File: src/rtl/vga_text_renderer.sv
// vga_text_renderer: text-mode pixel pipeline. It turns the beam position into a
// character-RAM fetch, then a font-ROM fetch, then one 3-bit RGB pixel. Sync
// signals are delayed to stay aligned with the pixel data. The block also
// provides a blink attribute driven by a frame counter and a hardware
// underline cursor.
module vga_text_renderer #(
    parameter int COLS         = 80,
    parameter int ROWS         = 30,
    parameter int BLINK_FRAMES = 30
) (
    input  logic        clk,
    input  logic        reset,
    input  logic [15:0] hpos,
    input  logic [15:0] vpos,
    input  logic        display_on,
    input  logic        hsync_in,
    input  logic        vsync_in,
    output logic [11:0] char_addr,
    input  logic [15:0] char_data,
    output logic [11:0] font_addr,
    input  logic [7:0]  font_data,
    input  logic        cursor_en,
    input  logic [7:0]  cursor_col,
    input  logic [7:0]  cursor_row,
    output logic [2:0]  rgb,
    output logic        hsync_out,
    output logic        vsync_out
);

    localparam logic [12:0] COLS_W    = 13'(COLS);
    localparam logic [11:0] ROWS_W    = 12'(ROWS);
    localparam logic [7:0]  FRAME_MAX = 8'(BLINK_FRAMES - 1);

    // Beam position decoded into cell coordinates
    logic [12:0] col;
    logic [11:0] row;
    logic [3:0]  scanline;
    logic        in_range;
    logic        cursor_hit;
    logic [12:0] addr_full;

    assign col        = hpos[15:3];
    assign row        = vpos[15:4];
    assign scanline   = vpos[3:0];
    assign in_range   = display_on && (col < COLS_W) && (row < ROWS_W);
    assign cursor_hit = cursor_en && (col == {5'b0, cursor_col})
                        && (row == {4'b0, cursor_row}) && (scanline >= 4'd14);
    // 13-bit address arithmetic, truncated to the 12-bit RAM address
    assign addr_full  = 13'(row) * COLS_W + col;

    // Attribute bit 14 carries nothing
    logic unused_attr;
    assign unused_attr = char_data[14];

    // Sideband delay lines; stage 5 is the output register itself
    logic [4:1][2:0] pix_sr;
    logic [4:1]      range_sr;
    logic [4:1]      cursor_sr;
    logic [4:1]      de_sr;
    logic [5:1]      hs_sr;
    logic [5:1]      vs_sr;
    logic [3:0]      scan1_reg, scan2_reg;

    // Attribute pipeline (S3 captures from RAM, S4 waits on ROM)
    logic [2:0] fg3_reg, bg3_reg, fg4_reg, bg4_reg;
    logic       blink3_reg, blink4_reg;

    // Blink timer
    logic       prev_vsync_reg;
    logic [7:0] frame_cnt_reg;
    logic       blink_phase_reg;

    logic [2:0] rgb_reg, rgb_next;
    logic       pixel_bit;

    // S1: character address and per-pixel sidebands
    always_ff @(posedge clk or posedge reset) begin
        if (reset) begin
            char_addr <= 12'd0;
            scan1_reg <= 4'd0;
        end else begin
            char_addr <= in_range ? addr_full[11:0] : 12'd0;
            scan1_reg <= scanline;
        end
    end

    // Sideband shift registers, one stage per pipeline register
    always_ff @(posedge clk or posedge reset) begin
        if (reset) begin
            pix_sr    <= '0;
            range_sr  <= '0;
            cursor_sr <= '0;
            de_sr     <= '0;
            hs_sr     <= '0;
            vs_sr     <= '0;
            scan2_reg <= 4'd0;
        end else begin
            pix_sr    <= {pix_sr[3:1], hpos[2:0]};
            range_sr  <= {range_sr[3:1], in_range};
            cursor_sr <= {cursor_sr[3:1], cursor_hit};
            de_sr     <= {de_sr[3:1], display_on};
            hs_sr     <= {hs_sr[4:1], hsync_in};
            vs_sr     <= {vs_sr[4:1], vsync_in};
            scan2_reg <= scan1_reg;
        end
    end

    // S3 captures RAM data and issues the font address; S4 holds attributes for the ROM cycle
    always_ff @(posedge clk or posedge reset) begin
        if (reset) begin
            font_addr  <= 12'd0;
            fg3_reg    <= 3'd0;
            bg3_reg    <= 3'd0;
            blink3_reg <= 1'b0;
            fg4_reg    <= 3'd0;
            bg4_reg    <= 3'd0;
            blink4_reg <= 1'b0;
        end else begin
            font_addr  <= {char_data[7:0], scan2_reg};
            fg3_reg    <= char_data[10:8];
            bg3_reg    <= char_data[13:11];
            blink3_reg <= char_data[15];
            fg4_reg    <= fg3_reg;
            bg4_reg    <= bg3_reg;
            blink4_reg <= blink3_reg;
        end
    end

    // Frame counter advanced by vsync falling edges; toggles blink phase on wrap
    always_ff @(posedge clk or posedge reset) begin
        if (reset) begin
            prev_vsync_reg  <= 1'b0;
            frame_cnt_reg   <= 8'd0;
            blink_phase_reg <= 1'b0;
        end else begin
            prev_vsync_reg <= vsync_in;
            if (prev_vsync_reg && !vsync_in) begin
                if (frame_cnt_reg == FRAME_MAX) begin
                    frame_cnt_reg   <= 8'd0;
                    blink_phase_reg <= ~blink_phase_reg;
                end else begin
                    frame_cnt_reg <= frame_cnt_reg + 8'd1;
                end
            end
        end
    end

    assign pixel_bit = font_data[3'd7 - pix_sr[4]];

    // Pixel colour: blanking, then cursor, then blink, then glyph
    always_comb begin
        rgb_next = 3'b000;
        if (range_sr[4] && de_sr[4]) begin
            if (cursor_sr[4] && !blink_phase_reg)
                rgb_next = fg4_reg;
            else if (blink4_reg && blink_phase_reg)
                rgb_next = bg4_reg;
            else
                rgb_next = pixel_bit ? fg4_reg : bg4_reg;
        end
    end

    // S5: output register
    always_ff @(posedge clk or posedge reset) begin
        if (reset)
            rgb_reg <= 3'b000;
        else
            rgb_reg <= rgb_next;
    end

    assign rgb       = rgb_reg;
    assign hsync_out = hs_sr[5];
    assign vsync_out = vs_sr[5];

endmodule

File: config.mk
export PLATFORM = sky130hd
export DESIGN_NAME = vga_text_renderer
export DESIGN_NICKNAME = d
export VERILOG_FILES = /design/src/rtl/vga_text_renderer.sv
export SDC_FILE = /design/constraint.sdc
export NUM_CORES = 1
export LEC_CHECK = 0
export BUFFER_PORTS_ARGS = -buffer_cell sky130_fd_sc_hd__buf_4
export CAP_MARGIN = 10
export CORE_MARGIN = 2
export CORE_UTILIZATION = 27
export DETAILED_ROUTE_END_ITERATION = 6
export HOLD_SLACK_MARGIN = 0.08
export MAX_ROUTING_LAYER = met4
export PLACE_DENSITY_LB_ADDON = 0.05
export SETUP_SLACK_MARGIN = 0.05
export SYNTH_ARGS = -nofsm -noshare
export SYNTH_HDL_FRONTEND = slang
export SYNTH_SLANG_ARGS = --single-unit
File: constraint.sdc
create_clock -name clk -period 2.7 [get_ports clk]
set_input_delay 0.27 -clock clk [delete_from_list [all_inputs] [get_ports clk]]
set_output_delay 0.27 -clock clk [all_outputs]
set_load 0.005 [all_outputs]
==> Word-level counts from Yosys, hierarchy flattened <==
Index checks and enable logic that the tools add are counted.
{ "classes": {"n_reduce_logical": 12, "n_lt_le_gt_ge": 4, "bitwise": 1, "eq_ne": 3, "n_addsub": 3, "mul": 1, "muxes": 8} }
{ "op_table": {"columns": ["operator", "count"], "rows": [
  ["equality test 13 x 8 -> 1 bit", 1],
  ["less-than comparator 13 x 7 -> 1 bit, second input constant", 1],
  ["adder 12 bit", 1],
  ["equality test 12 x 8 -> 1 bit", 1],
  ["less-than comparator 12 x 5 -> 1 bit, second input constant", 1],
  ["multiplier 12 x 3 -> 8 bit, second input constant", 1],
  ["two-way mux 12 bit", 1],
  ["two-way mux 3 bit", 4],
  ["logical AND 1 bit", 9],
  ["adder 8 x 1 -> 8 bit, second input constant", 1],
  ["equality test 8 x 5 -> 1 bit, second input constant", 1],
  ["two-way mux 8 bit", 1],
  [">= comparator 4 bit, second input constant", 1],
  ["less-than comparator 3 x 4 -> 1 bit, second input constant", 1],
  ["binary-select mux 1 bit (select 3 bit)", 1],
  ["subtractor 3 bit, first input constant", 1],
  ["zero test 1 bit", 2],
  ["AND reduction 2 bit", 1],
  ["two-way mux 1 bit", 1],
  ["NOT 1 bit", 1]
]} }
{ "word_totals": {"wordCells": 55, "regBits": 93, "in_bits": 78, "out_inout_bits": 29} }

==> Longest topological paths before layout <==
Gate-level depths: netlist (run 1).
{ "logic_depth": {"ltp_word": 7, "mapped_depth": 11, "mapped_depth_nobuf": 11} }

==> Least setup slack after synthesis (run 1) <==
No wires, ideal clock.
{ "synth_path": {"kind": "input to register", "startpoint": "in vpos[5]", "endpoint": "reg char_addr[11]", "stages": 11, "setup_time_ps": 77, "t_arrival_ps": 2188, "setup_slack_ps": 435, "path_cell_list": "ha_1 -> ha_1 -> inv_1 -> fa_1 -> inv_1 -> ha_1 -> o21ai_1 -> nand2b_1 -> a31o_2 -> a21o_1 -> a21oi_1"} }
{ "synth_via": {"elab_chain_cells": 3, "elab_cells_between_ends": 5, "cone_classes": "1 x add/sub; 1 x mul; 1 x order compare; 1 x mux; 1 x reduce/logical"} }
{ "synth_lines": {"columns": ["item", "line", "source"], "rows": [
  ["start: declaration", "14", "input logic [15:0] vpos,"],
  ["multiplier 12 x 3 -> 8 bit or less-than comparator 12 x 5 -> 1 bit (tied branches)", "49, 45", null],
  ["adder 12 bit or logical AND 1 bit (tied branches)", "49, 45", null],
  ["two-way mux 12 bit *", "82", "char_addr <= in_range ? addr_full[11:0] : 12'd0;"],
  ["end signal: assignment", "82", null],
  ["end: declaration", "18", "output logic [11:0] char_addr,"]
]} }
Mark *: on every way between the ends. The rest lies on a longest branch, timed or not.
A chain may end at the register's enable or synchronous reset.

==> Worst setup path in the final report (run 1) <==
Same ends and word-level chain as after synthesis.

==> results of run 1 <==
[cells in the mapped netlist, types with 3 or more instances]
cell	n
dfrtp_1	92
ha_1	18
xnor2_1	18
xor2_1	12
nor2_1	11
o21ai_1	10
nand2_1	9
nand3_1	9
a21oi_1	7
inv_1	7
and2_1	6
a211oi_1	5
nand4_1	5
a21o_1	4
nor3_1	4
a221o_1	3
and3_1	3
nor4_1	3
o21ai_0	3
[through the flow]
| step | hold slack, ns | cells |
|---|---|---|
| 2_1_floorplan | 0.301 | 253 |
| 3_3_place_gp | 0.332 | 530 |
| 3_5_place_dp | 0.335 | 530 |
| 4_1_cts | 0.113 | 570 |
| 5_1_grt | 0.133 | 570 |
| 6_report | 0.0895 | 570 |
[power groups by stage]
stage | clock [mW] | combinational [mW] | sequential [mW]
5_1_grt | 1.34 | 0.549 | 1.55
6_report | 1.22 | 0.484 | 1.53
3_5_place_dp | 0 | 0.460 | 1.56
4_1_cts | 1.28 | 0.494 | 1.53
2_1_floorplan | 0 | 0.279 | 1.54
3_3_place_gp | 0 | 0.460 | 1.56
[area by class of cell]
| class | instances | area, µm² |
|---|---|---|
| Multi-Input combinational cell | 150 | 1150 |
| Tap cell | 172 | 215 |
| Inverter | 8 | 38.8 |
| Timing Repair Buffer | 133 | 1070 |
| Clock buffer | 10 | 239 |
| Clock inverter | 5 | 52.6 |
| Fill cell | 1265 | 7550 |
| Sequential cell | 92 | 2300 |
[what timing repair did]
action / in CTS / in global routing
hold endpoints to repair: 25 / 0
endpoints found under the setup margin: 0 / 0
hold buffers: 25 / 0
[worst min path at each step]
stage                          to  slack, ns
floorplan              bg3_reg[0]       0.30
detailed placement   cursor_sr[3]       0.33
global placement      range_sr[2]       0.33
global route         char_addr[2]       0.13
finish              font_addr[11]       0.09
CTS                 font_addr[11]       0.11
[routing by layer]
metal  track usage, %  vias to the layer above  wire length [µm]
met5                -                        -                 0
met4             5.20                        0               139
met3             4.17                       12               422
met2             17.4                       75              3420
met1             14.9                     1127              3330
li1                 -                     1156                 -
[logic make-up after synthesis]
| kind of cell | after synthesis | share of synthesized area [%] |
|---|---|---|
| fa+ha+maj | 20 | 7.58 |
| compound gates | 36 | 6.55 |
| flops | 92 | 65.8 |
| simple gates | 61 | 9.55 |
| xor+xnor | 30 | 7.51 |
| mux | 3 | 1.57 |
| buf+inv | 11 | 1.43 |
==> parameters.txt, run 1 <==
Parameter                              Value

Cells and area
  Post-route design area ... 5070 µm²
  Share of the core filled with cells in the final layout ... 40.2%
  Number of antenna repair diodes ... 0
  Fraction of layout instances using a drive strength above 1 ... 32.7%
  Area overhead of the layout relative to synthesis ... 44.8%
  Most common cell after layout, fill and taps aside ... buf_4
  Biggest registers after layout ... char_addr x12, font_addr x12, pix_sr x12
  Final net count ... 492
  Commonest cells after routing, fill and taps aside ... buf_4, dfrtp_1, dlygate4sd3_1

Setup path
  Kind of end point of the critical path ... flip-flop
  Worst path arrival time ... 2.45 ns
  CP max stage cell ... fa_1
  Family with the most delay on the worst path ... adder cells
  FF-to-FF setup slack ... 0.86 ns
  Setup crit start kind ... input pin
  Delay of the slowest cell on the worst path ... 0.47 ns
  Worst reg2reg endpoint ... rgb[1]
  Critical path buffers and inverters ... 3
  Launching point of the worst reg2reg path ... pix_sr[10]
  Category of the critical setup timing path ... in -> reg
  Most Frequent Cell on Critical Path ... ha_1
  Cells along the critical path ... buf_4, ha_1, ha_1, inv_1, fa_1, inv_1, ha_1, nor3_1, o21ai_1, a31o_2, a21o_1, a21oi_1
  Capture point of the critical path ... char_addr[11]
  Setup crit start ... vpos[5]
  Endpoint required time on the critical path ... 2.97 ns
  Reg2reg path depth ... 4
  CP Depth ... 12
  Maximum fanout count along the critical path ... 5

Detailed routing
  Total number of vias ... 2370
  Routed length per instance ... 12.8 µm
  Length of the first detailed-routing pass in iterations ... 4
  Detail Route Antenna Nets ... 0
  Total wire length after detailed routing ... 7310 µm
  Vias per std cell ... 4.16
  First DRT Iteration DRCs ... 97
  Count of unresolved DRC violations after routing ... 0

Floorplanning
  Core Footprint ... 12600 µm²
  Area enclosed by the die boundary ... 13900 µm²
  Site Rows ... 41
  Starting density of the core ... 27.7%
  Die Y ... 118 µm
  Overall die width ... 118 µm
  Io pins ... 107

Logic synthesis
  Count of flip-flops with a built-in enable after synthesis ... 0
  Part of the Yosys area used for sequential elements ... 65.8%
  Number of nets produced by synthesis ... 351
  Mean instance size in the synthesized netlist ... 13.8 µm²
  Post-synthesis cell type count ... 37
  Most area-consuming cells after synthesis ... dfrtp_1, ha_1, xnor2_1
  Share of flip-flops with an asynchronous set or reset ... 100%
  Proportion of netlist area held by the largest area contributor ... 65.8%
  Number of cells produced by synthesis ... 253
  Count of warnings emitted by yosys ... 0
  Post-synthesis cell type with the largest combined area ... dfrtp_1
  Netlist area before placement ... 3500 µm²
  Top_reg_cell synth ... dfrtp_1
  Yosys reg bits ... 92

Clocking
  Inserted Clock Buffers ... 9
  Depth of the CTS H-tree ... 3
  Clock insertion delay at the later pin of the skew report ... 0.34 ns
  Post-CTS Setup Bufs ... 0
  Clock transition at the registers of the reported paths ... 0.06 ns
  Sinks on Clock Net ... 92
  Deepest clock path buffer count ... 2
  Root buffer cell ... clkbuf_16
  Number of gates given a new drive strength after cts ... 0
  Clock tree from TritonCTS ... done

Power
  Power per unit of standard cell area ... 639 nW/µm²
  Switching Fraction ... 23.9%
  Internal Power ... 2.46 mW
  Worst IR drop on VDD ... 0.322 mV
  Leakage power figure ... 2.40 nW
  Post-route total power ... 3.24 mW
  Sequential share of power ... 47.4%
  Net switching power ... 0.774 mW
  Relative contribution of combinational cells to total power ... 14.9%
  Part of the power in the clock network ... 37.7%

Place
  Post-DP HPWL ... 5450 µm
  Port buffer count ... 105
  Post-detailed-placement cell area ... 4530 µm²
  Pre-CTS setup slack ... 0.154 ns
  Global placer's final weighted congestion ... 0.760

Timing
  Hold Violations, Final ... 0
  Max Slew Vio Count ... 0
  RSZ-0062 raised after global routing ... no
  Transition time at the pin with the least slew margin ... 0.841 ns
  Slack of the critical path ... 0.518 ns
  Crit path time final ... 2.18 ns
  Post-Route Skew ... 0.00447 ns
  Worst slew margin ... 43.8%
  Accumulated negative setup slack ... 0 ns
  Final worst path period share ... 80.8%
  Max frequency ... 0.458 GHz
  Final count of negative-setup-slack endpoints ... 0

Global route
  All-layer global routing usage ... 11.9%
  Via count of the first global-routing pass ... 2475
  Wire length of the first global-routing pass ... 12400 µm
  Antenna violations before repair ... 0
  Maximum number of pins on one net before global-route repair ... 47
  Total overflow reported by the global router ... 0

Status
  Status ... finished clean

Worst hold path
  Worst min path class ... in -> async

Run
  Number of violations of the max-capacitance limit ... 0
Note: power is estimated with default switching activity, not from simulation.
==> run 2: changes to the inputs <==
==> constraint.sdc (replaced) <==
create_clock -name clk -period 2.3 [get_ports clk]
set_input_delay 0.23 -clock clk [delete_from_list [all_inputs] [get_ports clk]]
set_output_delay 0.23 -clock clk [all_outputs]
set_load 0.005 [all_outputs]
==> run 2 against run 1 <==
Non-clock buffer count is 12 higher. Critical path type unchanged. Worst hold slack better by 0.021 ns. Critical endpoint unchanged. Setup slack worse by 0.31 ns. Via count is 1.2% higher. Count of clock-buffer cells in the layout is 1 higher. Final area is 1.3% higher. Global-route usage is 0.29 points lower.
==> parameters.txt, run 2 (synthesis results as in run 1) <==
Parameter                              Value

Clocking
  Sinks on Clock Net ... 92 (unchanged)
  Root buffer cell ... clkbuf_16
  Depth of the CTS H-tree ... 3 (unchanged)
  Deepest clock path buffer count ... 2 (unchanged)
  Clock transition at the registers of the reported paths ... 0.07 ns (about the same)
  Post-CTS Setup Bufs ... 0 (unchanged)
  Clock insertion delay at the later pin of the skew report ... 0.34 ns (about the same)
  Clock tree from TritonCTS ... done
  Number of gates given a new drive strength after cts ... 0 (unchanged)
  Inserted Clock Buffers ... 9 (unchanged)
  Cts-stage hold buffer count ... 26 (+4.0%)

Timing
  Transition time at the pin with the least slew margin ... 0.616 ns (-0.225 ns)
  Crit path time final ... 2.10 ns
  Final worst path period share ... 91.1%
  Max frequency ... 0.477 GHz
  Worst slew margin ... 59.0% (+15 points)
  Post-Route Skew ... 0.00656 ns (+0.00209 ns)
  Final count of negative-setup-slack endpoints ... 0 (unchanged)
  Max Slew Vio Count ... 0 (unchanged)
  RSZ-0062 raised after global routing ... no
  Final-layout worst hold slack ... 0.111 ns (+0.0214 ns)
  Hold Violations, Final ... 0 (unchanged)

Detailed routing
  Vias per std cell ... 4.11 (-1.0%)
  Total number of vias ... 2399 (+1.2%)
  Count of unresolved DRC violations after routing ... 0 (unchanged)
  Total wire length after detailed routing ... 7330 µm (+0.21%)
  Length of the first detailed-routing pass in iterations ... 4 (unchanged)
  Routed length per instance ... 12.6 µm (-2.0%)
  First DRT Iteration DRCs ... 90 (-7.2%)
  Detail Route Antenna Nets ... 0 (unchanged)

Global route
  Total overflow reported by the global router ... 0 (unchanged)
  Antenna violations before repair ... 0 (unchanged)
  All-layer global routing usage ... 11.6% (-0.29 points)
  Wire length of the first global-routing pass ... 12300 µm (-1.3%)
  Maximum number of pins on one net before global-route repair ... 51 (+8.5%)
  Via count of the first global-routing pass ... 2518 (+1.7%)

Floorplanning
  Io pins ... 107 (unchanged)
  Overall die width ... 118 µm (unchanged)
  Starting density of the core ... 27.7% (unchanged)
  Site Rows ... 41 (unchanged)
  Core Footprint ... 12600 µm² (unchanged)
  Area enclosed by the die boundary ... 13900 µm² (unchanged)
  Die Y ... 118 µm (unchanged)

Run
  Number of violations of the max-capacitance limit ... 0 (unchanged)

Cells and area
  Filler instances ... 1258 (-0.55%)
  Number of antenna repair diodes ... 0 (unchanged)
  Commonest cells after routing, fill and taps aside ... buf_4, dfrtp_1, dlygate4sd3_1
  Share of the core filled with cells in the final layout ... 40.7% (+0.54 points)
  Most common cell after layout, fill and taps aside ... buf_4
  Final net count ... 504 (+2.4%)
  Biggest registers after layout ... char_addr x12, font_addr x12, pix_sr x12
  Area overhead of the layout relative to synthesis ... 46.8%
  Area taken by flip-flops and latches ... 2300 µm² (unchanged)
  Fraction of layout instances using a drive strength above 1 ... 34.3% (+1.6 points)
  Multi-input gate area ... 1150 µm² (unchanged)

Power
  Power per unit of standard cell area ... 732 nW/µm² (+15%)
  Net switching power ... 0.938 mW (+21%)
  Internal Power ... 2.82 mW (+15%)
  Sequential share of power ... 47.8% (+0.4 points)
  Part of the power in the clock network ... 36.2% (-1.5 points)
  Worst IR drop on VDD ... 0.341 mV (+5.8%)
  Relative contribution of combinational cells to total power ... 16.0% (+1.1 points)
  Switching Fraction ... 24.9% (+1.0 points)
  Leakage power figure ... 2.44 nW (+1.5%)

Status
  Status ... finished clean

Setup path
  Delay of the slowest cell on the worst path ... 0.47 ns (about the same)
  Maximum fanout count along the critical path ... 3 (-2)
  Setup crit start kind ... input pin
  Kind of end point of the critical path ... flip-flop
  Worst path arrival time ... 2.36 ns (-0.09 ns)
  Most Frequent Cell on Critical Path ... ha_1
  Category of the critical setup timing path ... in -> reg
  Endpoint required time on the critical path ... 2.56 ns (-0.41 ns)
  CP max stage cell ... fa_1
  Cells along the critical path ... buf_4, ha_1, ha_1, inv_1, fa_1, inv_1, ha_1, nor3_1, o21ai_1, a31o_2, a21o_1, a21oi_1

Place
  Global placer's final weighted congestion ... 0.752 (-1.1%)
  Port buffer count ... 105 (unchanged)
  Post-DP HPWL ... 5520 µm (+1.2%)

Worst hold path
  Worst min path class ... in -> reg
-- run 2: cell types whose count changed in the layout (fill, tap and decap cells not counted) --
cell / delta
buf_12: -1
clkinvlp_4: +2
inv_6: +1
clkinv_2: -2
buf_4: +12
bufinv_16: -1
clkbuf_1: +1
dlygate4sd3_1: +1
-- run 2: path summary, 6_finish.rpt --
check / startpoint / to / slack [ns] / depth (start not counted)
max: vpos[5] / char_addr[11] / 0.20 / 12
min: hpos[6] / char_addr[3] / 0.11 / 2
max reg2reg: pix_sr[10] / rgb[1] / 0.46 / 4
min reg2reg: range_sr[2] / range_sr[3] / 0.35 / 0
max in group asynchronous: reset / font_addr[2] / 1.23 / 4
min in group asynchronous: reset / font_addr[9] / 0.61 / 4
-- run 2: final cells by class --
type / count / share of cell area (%)
Multi-Input combinational cell: 150 / 22.3
Clock inverter: 5 / 0.707
Tap cell: 172 / 4.19
Sequential cell: 92 / 44.8
Timing Repair Buffer: 145 / 22.5
Inverter: 8 / 0.755
Clock buffer: 11 / 4.73
-- run 2: power groups by stage --
stage	clock network [mW]	registers, mW	logic [mW]
final	1.36	1.80	0.603
after detailed placement	0	1.83	0.578
after CTS	1.43	1.80	0.618
after global placement	0	1.83	0.576
after floorplan	0	1.81	0.328
after global routing	1.50	1.81	0.683
-- run 2: stage by stage --
stage,area [µm²],instances,setup WS [ns],power (mW),setup TNS [ns]
2_1_floorplan,3500,253,0.0748,2.14,0
3_3_place_gp,4600,541,-0.142,2.41,-0.241
3_5_place_dp,4600,541,-0.154,2.41,-0.250
4_1_cts,5130,583,0.206,3.84,0
5_1_grt,5130,583,0.0810,3.99,0
6_report,5130,583,0.204,3.76,0
-- run 2: critical path: cells and delay by family --
kind | cells | cell delay [ns]
fa+ha+maj | 4 | 1.12
simple gates | 1 | 0.17
compound gates | 4 | 0.64
buf+inv | 3 | 0.20
-- run 2: routing by layer --
metal	global-route usage [%]	share of wire (%)	up-vias
li1	-	-	1180
met1	15.1	47	1136
met2	16.9	47	75
met3	3.54	5.0	8
met4	4.59	1.5	0
met5	-	0	-
==> run 3: changes to the inputs <==
==> constraint.sdc (replaced) <==
create_clock -name clk -period 2.3 [get_ports clk]
set_input_delay 0.46 -clock clk [delete_from_list [all_inputs] [get_ports clk]]
set_output_delay 0.46 -clock clk [all_outputs]
set_load 0.005 [all_outputs]
==> run 3 against run 2 <==
Total power is 4.1% higher. Wire length up 1.4%. Register-to-register slack better by 0.16 ns. Fmax is 4.9% lower. Setup slack got worse by 0.11 ns. Global-route usage rose by 0.16 points. Sequential share of layout area rose by 0.68 points. Clock skew fell by 0.0019 ns. Combinational power up 6.0%. Critical path depth is the same. Sequential cell count unchanged. Utilization fell by 0.60 points. Critical endpoint unchanged. Largest cell class unchanged.
==> parameters.txt, run 3 (synthesis results as in run 1) <==
Parameter                              Value

Setup path
  Maximum fanout count along the critical path ... 3 (unchanged)
  Setup crit start kind ... input pin
  Worst reg2reg endpoint ... rgb[2]
  Launching point of the worst reg2reg path ... pix_sr[10]
  Endpoint required time on the critical path ... 2.57 ns (about the same)
  Category of the critical setup timing path ... in -> reg
  FF-to-FF setup slack ... 0.62 ns (+0.16 ns)
  Worst path arrival time ... 2.48 ns (+0.12 ns)
  Reg2reg path depth ... 5 (+1)
  Kind of end point of the critical path ... flip-flop

Timing
  Crit path time final ... 2.20 ns (+0.108 ns)
  Final count of negative-setup-slack endpoints ... 0 (unchanged)
  RSZ-0062 raised after global routing ... no
  Max Slew Vio Count ... 0 (unchanged)
  Hold Violations, Final ... 0 (unchanged)
  Slack of the critical path ... 0.0954 ns (-0.108 ns)
  Max frequency ... 0.454 GHz (-4.9%)
  Final worst path period share ... 95.9% (+4.7 points)
  Worst slew margin ... 69.2% (+10 points)
  Transition time at the pin with the least slew margin ... 0.461 ns (-0.154 ns)
  Post-Route Skew ... 0.00463 ns (-0.00193 ns)

Detailed routing
  Detail Route Antenna Nets ... 0 (unchanged)
  Length of the first detailed-routing pass in iterations ... 4 (unchanged)
  First DRT Iteration DRCs ... 86 (-4.4%)
  Vias per std cell ... 4.16 (+1.0%)
  Routed length per instance ... 13.2 µm (+4.7%)
  Count of unresolved DRC violations after routing ... 0 (unchanged)
  Total wire length after detailed routing ... 7430 µm (+1.4%)
  Total number of vias ... 2349 (-2.1%)

Cells and area
  Area overhead of the layout relative to synthesis ... 44.6%
  Post-route insts no fill ... 565 (-3.1%)
  Commonest cells after routing, fill and taps aside ... buf_4, dfrtp_1, xnor2_1
  Post-route design area ... 5060 µm² (-1.5%)
  Number of antenna repair diodes ... 0 (unchanged)
  Filler instances ... 1237 (-1.7%)
  Final net count ... 486 (-3.6%)
  Fraction of layout instances using a drive strength above 1 ... 41.7% (+7.4 points)
  Area taken by flip-flops and latches ... 2300 µm² (unchanged)
  Biggest registers after layout ... char_addr x12, font_addr x12, pix_sr x12
  Multi-input gate area ... 1230 µm² (+7.6%)
  Most common cell after layout, fill and taps aside ... buf_4

Place
  Cell count after placement ... 549 (+1.5%)
  Post-detailed-placement cell area ... 4710 µm² (+2.6%)
  Pre-CTS setup slack ... -0.301 ns (-0.148 ns)
  Post-DP HPWL ... 5640 µm (+2.2%)
  Global placer's final weighted congestion ... 0.830 (+10%)
  Port buffer count ... 105 (unchanged)

Global route
  Wire length of the first global-routing pass ... 12200 µm (-0.85%)
  Met3 Use GR ... 4.36% (+0.82 points)
  Via count of the first global-routing pass ... 2466 (-2.1%)
  Antenna violations before repair ... 0 (unchanged)
  All-layer global routing usage ... 11.8% (+0.16 points)
  Total overflow reported by the global router ... 0 (unchanged)
  Maximum number of pins on one net before global-route repair ... 62 (+22%)
  Met2 Use GR ... 17.8% (+0.87 points)
  Routing layer with the top usage in global route ... met2
  Global-route met1 utilization ... 14.0% (-1.2 points)

Power
  Power per unit of standard cell area ... 774 nW/µm² (+5.6%)
  Post-route total power ... 3.91 mW (+4.1%)
  Internal Power ... 2.97 mW (+5.2%)
  Switching Fraction ... 24.2% (-0.78 points)
  Sequential share of power ... 46.0% (-1.8 points)
  Net switching power ... 0.946 mW (+0.81%)
  Worst IR drop on VDD ... 0.324 mV (-5.0%)
  Leakage power figure ... 2.40 nW (-1.6%)
  Relative contribution of combinational cells to total power ... 16.3% (+0.3 points)
  Part of the power in the clock network ... 37.7% (+1.5 points)

Floorplanning
  Area enclosed by the die boundary ... 13900 µm² (unchanged)
  Overall die width ... 118 µm (unchanged)
  Starting density of the core ... 27.7% (unchanged)
  Core Footprint ... 12600 µm² (unchanged)
  Io pins ... 107 (unchanged)
  Die Y ... 118 µm (unchanged)
  Site Rows ... 41 (unchanged)

Status
  Status ... finished clean

Clocking
  Depth of the CTS H-tree ... 3 (unchanged)
  Post-CTS Setup Bufs ... 0 (unchanged)
  Sinks on Clock Net ... 92 (unchanged)
  Clock tree from TritonCTS ... done
  Deepest clock path buffer count ... 2 (unchanged)
  Clock transition at the registers of the reported paths ... 0.06 ns (about the same)
  Cts-stage hold buffer count ... 0 (-100%)
  Root buffer cell ... clkbuf_16
  Clock insertion delay at the later pin of the skew report ... 0.34 ns (about the same)
  Inserted Clock Buffers ... 9 (unchanged)

Worst hold path
  Worst min path class ... in -> async

Run
  Number of violations of the max-capacitance limit ... 0 (unchanged)
-- run 3: per-stage QoR --
| stage | hold WS (ns) | utilization, % | setup TNS [ns] |
|---|---|---|---|
| 2_1_floorplan | 0.331 | - | -0.0934 |
| 3_3_place_gp | 0.331 | 37.3 | -0.738 |
| 3_5_place_dp | 0.335 | 37.3 | -0.742 |
| 4_1_cts | 0.205 | 39.7 | 0 |
| 5_1_grt | 0.198 | 40.1 | 0 |
| 6_report | 0.200 | 40.1 | 0 |
-- run 3: worst max path at each step --
stage | start | slack, ns | end
after floorplan | vpos[7] | -0.09 | char_addr[11]
after global placement | vpos[7] | -0.30 | char_addr[11]
after detailed placement | vpos[7] | -0.30 | char_addr[11]
after CTS | vpos[7] | 0.06 | char_addr[11]
after global routing | vpos[7] | 0.05 | char_addr[11]
final | vpos[7] | 0.1 | char_addr[11]
-- run 3: routing by layer --
metal	up-vias	share of wire, %
met3	12	5.6
met4	0	2.1
li1	1144	-
met5	-	0
met2	67	48
met1	1126	44
-- run 3: critical path, cell delays in order --
cell	delay [ns]
buf_4	0.12
ha_4	0.27
ha_4	0.12
inv_2	0.03
fa_2	0.51
inv_2	0.04
ha_4	0.24
o21ai_2	0.12
nand2b_1	0.06
a31o_2	0.20
a21o_1	0.16
a21oi_2	0.12
-- run 3: repair_timing --
action	in CTS	in global routing
gates resized for setup	0	8
endpoints found under the setup margin	0	2
endpoints found under the hold margin	0	0
-- run 3: final cells by class --
cell class	instances	area share (%)
flip-flops and latches	92	45.5
multi-input cells	150	24.4
repair buffers	127	19.1
clock buffers	11	5.00
well taps	172	4.25
clock inverters	5	0.989
inverters	8	0.767
-- run 3: power groups by stage --
stage / Sequential, mW / Combinational, mW / Clock, mW
floorplan: 1.81 / 0.343 / 0
global placement: 1.83 / 0.615 / 0
detailed placement: 1.83 / 0.621 / 0
CTS: 1.80 / 0.625 / 1.53
global route: 1.81 / 0.714 / 1.63
finish: 1.80 / 0.639 / 1.47
